<file path="config.mk">
export PLATFORM = sky130hd
export DESIGN_NAME = store_rmw
export DESIGN_NICKNAME = d
export VERILOG_FILES = /design/src/rtl/store_rmw.sv
export SDC_FILE = /design/constraint.sdc
export NUM_CORES = 1
export LEC_CHECK = 0
export CAP_MARGIN = 20
export CORE_UTILIZATION = 38
export CTS_BUF_LIST = sky130_fd_sc_hd__clkbuf_8
export DETAILED_ROUTE_END_ITERATION = 8
export GPL_TIMING_DRIVEN = 0
export HOLD_SLACK_MARGIN = 0.02
export PLACE_DENSITY = 0.63
export SLEW_MARGIN = 20
export SYNTH_ARGS = -nofsm -noshare
export SYNTH_HDL_FRONTEND = slang
export SYNTH_SLANG_ARGS = --single-unit
</file>
<file path="constraint.sdc">
create_clock -name clk -period 8 [get_ports clk]
set_input_delay 0.8 -clock clk [delete_from_list [all_inputs] [get_ports clk]]
set_output_delay 0.8 -clock clk [all_outputs]
set_load 0.1 [all_outputs]
</file>
<file path="src/rtl/store_rmw.sv">
`default_nettype none
// ============================================================================
// Module      : store_rmw
// Description : SB/SH/SW store engine for a word-wide RAM without byte
//               enables; sub-word stores are done as read-merge-write.
// Revision    : 1.0 - initial release
// ============================================================================
module store_rmw #(
    parameter int D_WIDTH = 32,
    parameter int A_WIDTH = 32
) (
    input  logic               clk,
    input  logic               rst,
    input  logic               req_valid,
    output logic               req_ready,
    input  logic [A_WIDTH-1:0] req_addr,
    input  logic [D_WIDTH-1:0] req_wdata,
    input  logic [2:0]         req_addrmode,
    output logic [A_WIDTH-1:0] mem_addr,
    output logic               mem_rd_en,
    input  logic [D_WIDTH-1:0] mem_rdata,
    output logic               mem_wr_en,
    output logic [D_WIDTH-1:0] mem_wdata,
    output logic               done,
    output logic               err
);

    localparam logic [2:0] c_MODE_SB = 3'b000;
    localparam logic [2:0] c_MODE_SH = 3'b001;
    localparam logic [2:0] c_MODE_SW = 3'b010;

    typedef enum logic [2:0] {
        S_IDLE  = 3'd0,
        S_READ  = 3'd1,
        S_MERGE = 3'd2,
        S_WRITE = 3'd3,
        S_ERR   = 3'd4
    } state_t;

    state_t             r_state;
    logic               r_ready;
    logic               r_rd_en;
    logic               r_wr_en;
    logic               r_done;
    logic               r_err;
    logic [A_WIDTH-1:0] r_mem_addr;
    logic [1:0]         r_lane;
    logic [2:0]         r_mode;
    logic [D_WIDTH-1:0] r_wdata;
    logic [D_WIDTH-1:0] r_merge;

    logic               w_sub_ok;
    logic               w_sw_ok;
    logic [A_WIDTH-1:0] w_word_addr;
    logic [D_WIDTH-1:0] w_merged;

    // Legality is judged on the live request so the next state is known at accept.
    assign w_sub_ok    = (req_addrmode == c_MODE_SB) ||
                         ((req_addrmode == c_MODE_SH) && !req_addr[0]);
    assign w_sw_ok     = (req_addrmode == c_MODE_SW) && (req_addr[1:0] == 2'b00);
    assign w_word_addr = {req_addr[A_WIDTH-1:2], 2'b00};

    always_comb begin
        w_merged = mem_rdata;
        case (r_mode)
            c_MODE_SB: w_merged[{r_lane, 3'b000} +: 8]        = r_wdata[7:0];
            c_MODE_SH: w_merged[{r_lane[1], 4'b0000} +: 16]   = r_wdata[15:0];
            default:   w_merged                               = r_wdata;
        endcase
    end

    always_ff @(posedge clk or posedge rst) begin
        if (rst) begin
            r_state    <= S_IDLE;
            r_ready    <= 1'b1;
            r_rd_en    <= 1'b0;
            r_wr_en    <= 1'b0;
            r_done     <= 1'b0;
            r_err      <= 1'b0;
            r_mem_addr <= '0;
            r_lane     <= '0;
            r_mode     <= '0;
            r_wdata    <= '0;
            r_merge    <= '0;
        end else begin
            case (r_state)
                S_IDLE: begin
                    if (req_valid) begin
                        r_lane  <= req_addr[1:0];
                        r_mode  <= req_addrmode;
                        r_wdata <= req_wdata;
                        r_ready <= 1'b0;
                        if (w_sub_ok) begin
                            r_state    <= S_READ;
                            r_rd_en    <= 1'b1;
                            r_mem_addr <= w_word_addr;
                        end else if (w_sw_ok) begin
                            r_state    <= S_WRITE;
                            r_wr_en    <= 1'b1;
                            r_done     <= 1'b1;
                            r_mem_addr <= w_word_addr;
                            r_merge    <= req_wdata;
                        end else begin
                            r_state <= S_ERR;
                            r_done  <= 1'b1;
                            r_err   <= 1'b1;
                        end
                    end
                end
                S_READ: begin
                    r_state <= S_MERGE;
                    r_rd_en <= 1'b0;
                end
                // RAM read data is valid during this state; fold it in on exit.
                S_MERGE: begin
                    r_state <= S_WRITE;
                    r_merge <= w_merged;
                    r_wr_en <= 1'b1;
                    r_done  <= 1'b1;
                end
                default: begin
                    r_state <= S_IDLE;
                    r_ready <= 1'b1;
                    r_rd_en <= 1'b0;
                    r_wr_en <= 1'b0;
                    r_done  <= 1'b0;
                    r_err   <= 1'b0;
                end
            endcase
        end
    end

    assign req_ready = r_ready;
    assign mem_rd_en = r_rd_en;
    assign mem_wr_en = r_wr_en;
    assign done      = r_done;
    assign err       = r_err;
    assign mem_addr  = r_mem_addr;
    assign mem_wdata = r_merge;

endmodule
`default_nettype wire

</file>
==> results.cfg, run 1 <==
[run_status]
status = completed

[placed_design]
routabilityCongestion = 0.866
dpl.hpwl_mm = 14.8
pre_cts_ws_ps = 4820
placed_cell_area_um2 = 7840
portBuffers = 168

[critical_path]
cp-start-kind = register
crit-reg2reg-launch = r_lane[1]
path_buf_inv = 3
cp_cell_sequence = buf_2 -> clkbuf_1 -> inv_1 -> ha_1 -> nor3b_1 -> a21oi_1 -> o221ai_1 -> o221a_1
arrival_ps = 3650
endpoint_kind = register
worstRegToRegCells = 8
cp_slowest_cell = nor3b_1
r2r-end = mem_wdata[2]
cp_max_fo = 10
cp_slowest_stage_delay_ps = 850
crit_type = reg -> reg
r2r_slack_ps = 4690
cpLargestDelayFamily = buffers and inverters
required_ps = 8340

[global_route]
grt_use_total_pct = 25.4
globalRouteOverflowTotal = 0
grt_pass1_wl_mm = 31.4
grt_max_degree = 58
grt_pass1_vias = 5649
antenna_found_initial = 0

[cts]
clk_latency_ps = 400
cts_sinks = 107
cts-resized-gates = 0
cts_tree = built
cts-root-buf = clkbuf_8
clkTransAtPathRegs_ps = 110
cts_buffers = 9
postCtsSetupBuffers = 0
h-tree-depth = 3
hold_buffers = 0
clk_path_buf_depth = 2

[sta]
setup_slack_ps = 4690
maxSlewViolCount = 0
min_period_ps = 3310
skew_ps = 16.2
fin_tns_setup_ps = 0
fin_hold_ws_ps = 493
max_clock_freq_ghz = 0.302
worst_pin_slew_ps = 1040
rsz0062_at_grt = no
fin_crit_sh_pct = 41.4
timing.final.setup_violations = 0
slew_headroom_pct = 30.2
hold_violations = 0

[synthesis]
synth_enable_flop_cells = 0
netlist_instances = 592
ys_warn_count = 0
ys_types = 56
async_reset_ff_share_pct = 100
avgSynthCellArea_um2 = 9.95
synth_seq_cells = 107
synth_area_um2 = 5890
ys.flop_type = dfrtp_1
ys_seq_area_share_pct = 45.5

[die]
design.die.area_um2 = 16000
core_area_um2 = 15100
num_io_pins = 171
initial_core_util_pct = 38.9
rows = 45
die_x_um = 126
die_h_um = 126

[layout]
fillCellCount = 1398
drive_gt1_share_pct = 12.6
design_area_um2 = 8040
antenna_cells = 0
fin_nets = 880
area_delta_synth_final_pct = 36.5

[detailed_routing]
viasPerCell = 5.80
dr.pass1.iters = 5
drtIter0Drc = 394
ant_nets = 0
routed_wl_mm = 20.0
vias = 5601
wl_per_cell_um = 20.7
drc = 0

[job]
maxCapViolCount = 0

[min_path]
worst_hold_path.endpoint = r_wdata[16]
hold_depth = 2
min_path_type = reg -> reg
worstHoldStart = r_wdata[16]
-- routing by layer --
layer  track usage [%]  routed length, um
met5                 0                  0
met4              7.09                350
met3              7.76               1820
met2              41.2               9320
met1              32.9               8530
-- logic make-up after synthesis --
kind of cell / synth area share, %
compound gates: 21.7
fa+ha+maj: 1.06
buf+inv: 4.57
flops: 45.5
mux: 11.5
other cells: 0.0637
simple gates: 15.6
-- how the worst max path moves through the flow --
stage | end | cells after the start | slack, ps | startpoint
2_1_floorplan | done | 1 | 4380 | rst
3_3_place_gp | mem_wdata[11] | 2 | 2730 | rst
3_5_place_dp | mem_wdata[31] | 6 | 4820 | req_valid
4_1_cts | mem_wdata[5] | 8 | 4810 | r_lane[1]
5_1_grt | mem_wdata[3] | 8 | 4560 | r_lane[1]
6_report | mem_wdata[2] | 8 | 4690 | r_lane[1]
-- flip-flops by register name, summed over array words and instances (netlist names) --
signal     flops
done           1
err            1
mem_addr      30
mem_rd_en      1
mem_wdata     32
mem_wr_en      1
r_lane         2
r_mode         3
r_state        3
r_wdata       32
req_ready      1
-- cell type report --
| cell class | instances | area (um2) | share of cell area (%) |
|---|---|---|---|
| plain buffers | 52 | 220 | 2.74 |
| clock buffers | 9 | 124 | 1.54 |
| clock inverters | 7 | 57.6 | 0.716 |
| inverters | 13 | 53.8 | 0.669 |
| multi-input cells | 421 | 2960 | 36.8 |
| flip-flops and latches | 107 | 2680 | 33.3 |
| well taps | 188 | 235 | 2.93 |
| repair buffers | 169 | 1710 | 21.3 |
-- through the flow --
stage          util [%]  std cells
6_report           53.1        966
5_1_grt            53.1        966
4_1_cts            53.0        966
3_5_place_dp       51.8        950
3_3_place_gp       51.6        949
2_1_floorplan         -        593
-- worst register-to-register path, stage by stage (launching register included) --
cell	delay, ps
dfrtp_1	480
buf_2	300
clkbuf_1	450
inv_1	190
ha_1	350
nor3b_1	850
a21oi_1	210
o221ai_1	230
o221a_1	190
-- Yosys cell counts, types with 2 or more instances --
cell type	n	area, um2
nor2_1	22	82.6
o221a_1	8	90.1
a211oi_1	12	90.1
o22ai_1	13	81.3
o21ai_0	21	105
a221oi_1	15	131
and2_1	2	12.5
nor3_1	2	10.0
buf_4	2	15.0
nor4bb_1	6	60.1
mux2_2	54	608
nor3b_1	5	37.5
a22oi_1	15	113
clkbuf_1	37	139
nand3_1	11	55.1
or3_1	7	43.8
dfrtp_1	106	2650
ha_1	5	62.6
o211a_1	4	40.0
o22a_1	13	114
o221a_2	5	56.3
o211ai_1	4	30.0
mux2i_1	7	70.1
buf_1	4	15.0
a31oi_1	10	62.6
a221o_1	7	70.1
and4bb_2	2	25.0
o21a_1	2	15.0
o21bai_1	2	15.0
nor2b_1	11	68.8
a21oi_1	21	105
buf_2	8	40.0
and3_1	2	12.5
inv_1	13	48.8
o221ai_1	8	70.1
nand2_1	91	342
nor4_1	3	18.8
nand3b_1	8	60.1
a21boi_0	7	52.6
-- cell usage in the layout (no fill, tap or decap), drive strengths merged, types with 15 or more instances in the layout --
cell type | synthesis | routed
buf | 15 | 16
clkdlybuf4s50 | 0 | 168
o21ai | 21 | 21
a221oi | 15 | 15
a22oi | 15 | 15
mux2 | 54 | 54
inv | 13 | 17
nor2 | 23 | 23
a21oi | 21 | 21
nand2 | 91 | 91
dfrtp | 106 | 106
clkbuf | 37 | 46
Power of run 1 is left out: the tool's default activity adds up to more than one toggle a clock period on the data nets, which glitch-free logic cannot reach.
==> inputs of run 2 (changes only) <==
Settings changed: PLACE_DENSITY 0.63 to 0.66.
Clock period 8 ns to 2.7 ns, I/O delays scaled along.
==> results.cfg, run 2 (synthesized netlist as in run 1, its figures left out) <==
[run_status]
status = completed

[layout]
mostFrequentLayoutCell = clkdlybuf4s50_1
fin_nets = 881
fillCellCount = 1356
drive_gt1_share_pct = 13.0
design_area_um2 = 8090
antenna_cells = 0
area_delta_synth_final_pct = 37.3
mostFrequentLayoutCells = clkdlybuf4s50_1, dfrtp_1, nand2_1

[detailed_routing]
dr.pass1.iters = 5
drc = 0
routed_wl_mm = 20.0
drtIter0Drc = 396
vias = 5623
viasPerCell = 5.81
wl_per_cell_um = 20.7
ant_nets = 0

[cts]
cts_sinks = 107
cts_tree = built
clk_path_buf_depth = 2
cts_buffers = 9
h-tree-depth = 3
cts-root-buf = clkbuf_8
clk_latency_ps = 390
postCtsSetupBuffers = 0
clkTransAtPathRegs_ps = 100

[critical_path]
required_ps = 2980
cp_max_fo = 19
endpoint_kind = register
worstRegToRegCells = 8
cp-start-kind = register
arrival_ps = 2800
crit_type = reg -> reg

[sta]
max_clock_freq_ghz = 0.397
rsz0062_at_grt = no
hold_violations = 0
min_period_ps = 2520
maxSlewViolCount = 0
skew_ps = 9.18
slew_headroom_pct = 32.2
timing.final.setup_violations = 0
worst_pin_slew_ps = 1010
fin_crit_sh_pct = 93.2

[die]
die_x_um = 126
die_h_um = 126
rows = 45
core_area_um2 = 15100
num_io_pins = 171
initial_core_util_pct = 38.9
design.die.area_um2 = 16000

[global_route]
antenna_found_initial = 0
grt_pass1_wl_mm = 31.6
grt_pass1_vias = 5724
globalRouteOverflowTotal = 0
grt_use_total_pct = 25.6
grt_max_degree = 33

[placed_design]
dpl.hpwl_mm = 15.2
portBuffers = 168
placed_cell_area_um2 = 7880
routabilityCongestion = 0.894

[job]
maxCapViolCount = 0

[min_path]
min_path_type = in -> async
## run 2: cell types whose count changed in the layout (fill, tap and decap cells not counted), sizes merged
| cell | before | now |
|---|---|---|
| buf | 16 | 18 |
| clkinv | 2 | 1 |
| inv | 17 | 16 |
| clkinvlp | 1 | 2 |
## run 2: final timing paths
check | slack, ps | end | start
setup / recovery | 180 | mem_wdata[24] | r_lane[1]
hold / removal | 340 | mem_addr[7] | rst
setup reg to reg | 180 | mem_wdata[24] | r_lane[1]
hold reg to reg | 490 | r_wdata[18] | r_wdata[18]
max in group asynchronous | 1540 | mem_wdata[9] | rst
min in group clk | 440 | r_wdata[17] | req_wdata[17]
## run 2: repair_timing
item | 4_1_cts | 5_1_grt
resized for setup | 3 | 1
cloned | 0 | 0
hold buffers | 0 | 0
endpoints found under the hold margin | 0 | 0
setup endpoints to repair | 32 | 3
## run 2: per-layer routing
| layer | part of all wire, % | up-vias | wire length, um | track usage [%] |
|---|---|---|---|---|
| li1 | - | 2563 | - | - |
| met1 | 41 | 2745 | 8270 | 32.1 |
| met2 | 47 | 281 | 9370 | 42.5 |
| met3 | 9.4 | 34 | 1870 | 6.75 |
| met4 | 2.3 | 0 | 459 | 9.14 |
| met5 | 0 | - | 0 | 0 |
## run 2: final cells by class
type,instances,area [um2],share of cell area [%]
Tap cell,188,235,2.91
Inverter,13,52.6,0.650
Clock inverter,6,46.3,0.572
Multi-Input combinational cell,421,2970,36.7
Timing Repair Buffer,171,1750,21.6
Clock buffer,10,138,1.70
Sequential cell,107,2680,33.1
Buffer,51,220,2.72
## run 2: critical path: stages (launching register included)
cell and delay [ps]:
dfrtp_1 490, buf_4 310, inv_1 140, ha_1 350, and3b_1 250, and2_1 150
clkbuf_1 250, a221oi_1 160, a211oi_1 310
## run 2: per-stage QoR
stage          TNS [ps]  util, %  setup slack [ps]  hold slack, ps  instances
2_1_floorplan         0        -               286             375        593
3_3_place_gp      -7660     51.6              -450             463        949
3_5_place_dp      -8630     52.0              -489             466        952
4_1_cts               0     53.3               152             356        967
5_1_grt               0     53.4              42.7             368        967
6_report              0     53.4               183             342        967
Power of run 2 is left out for the same reason.
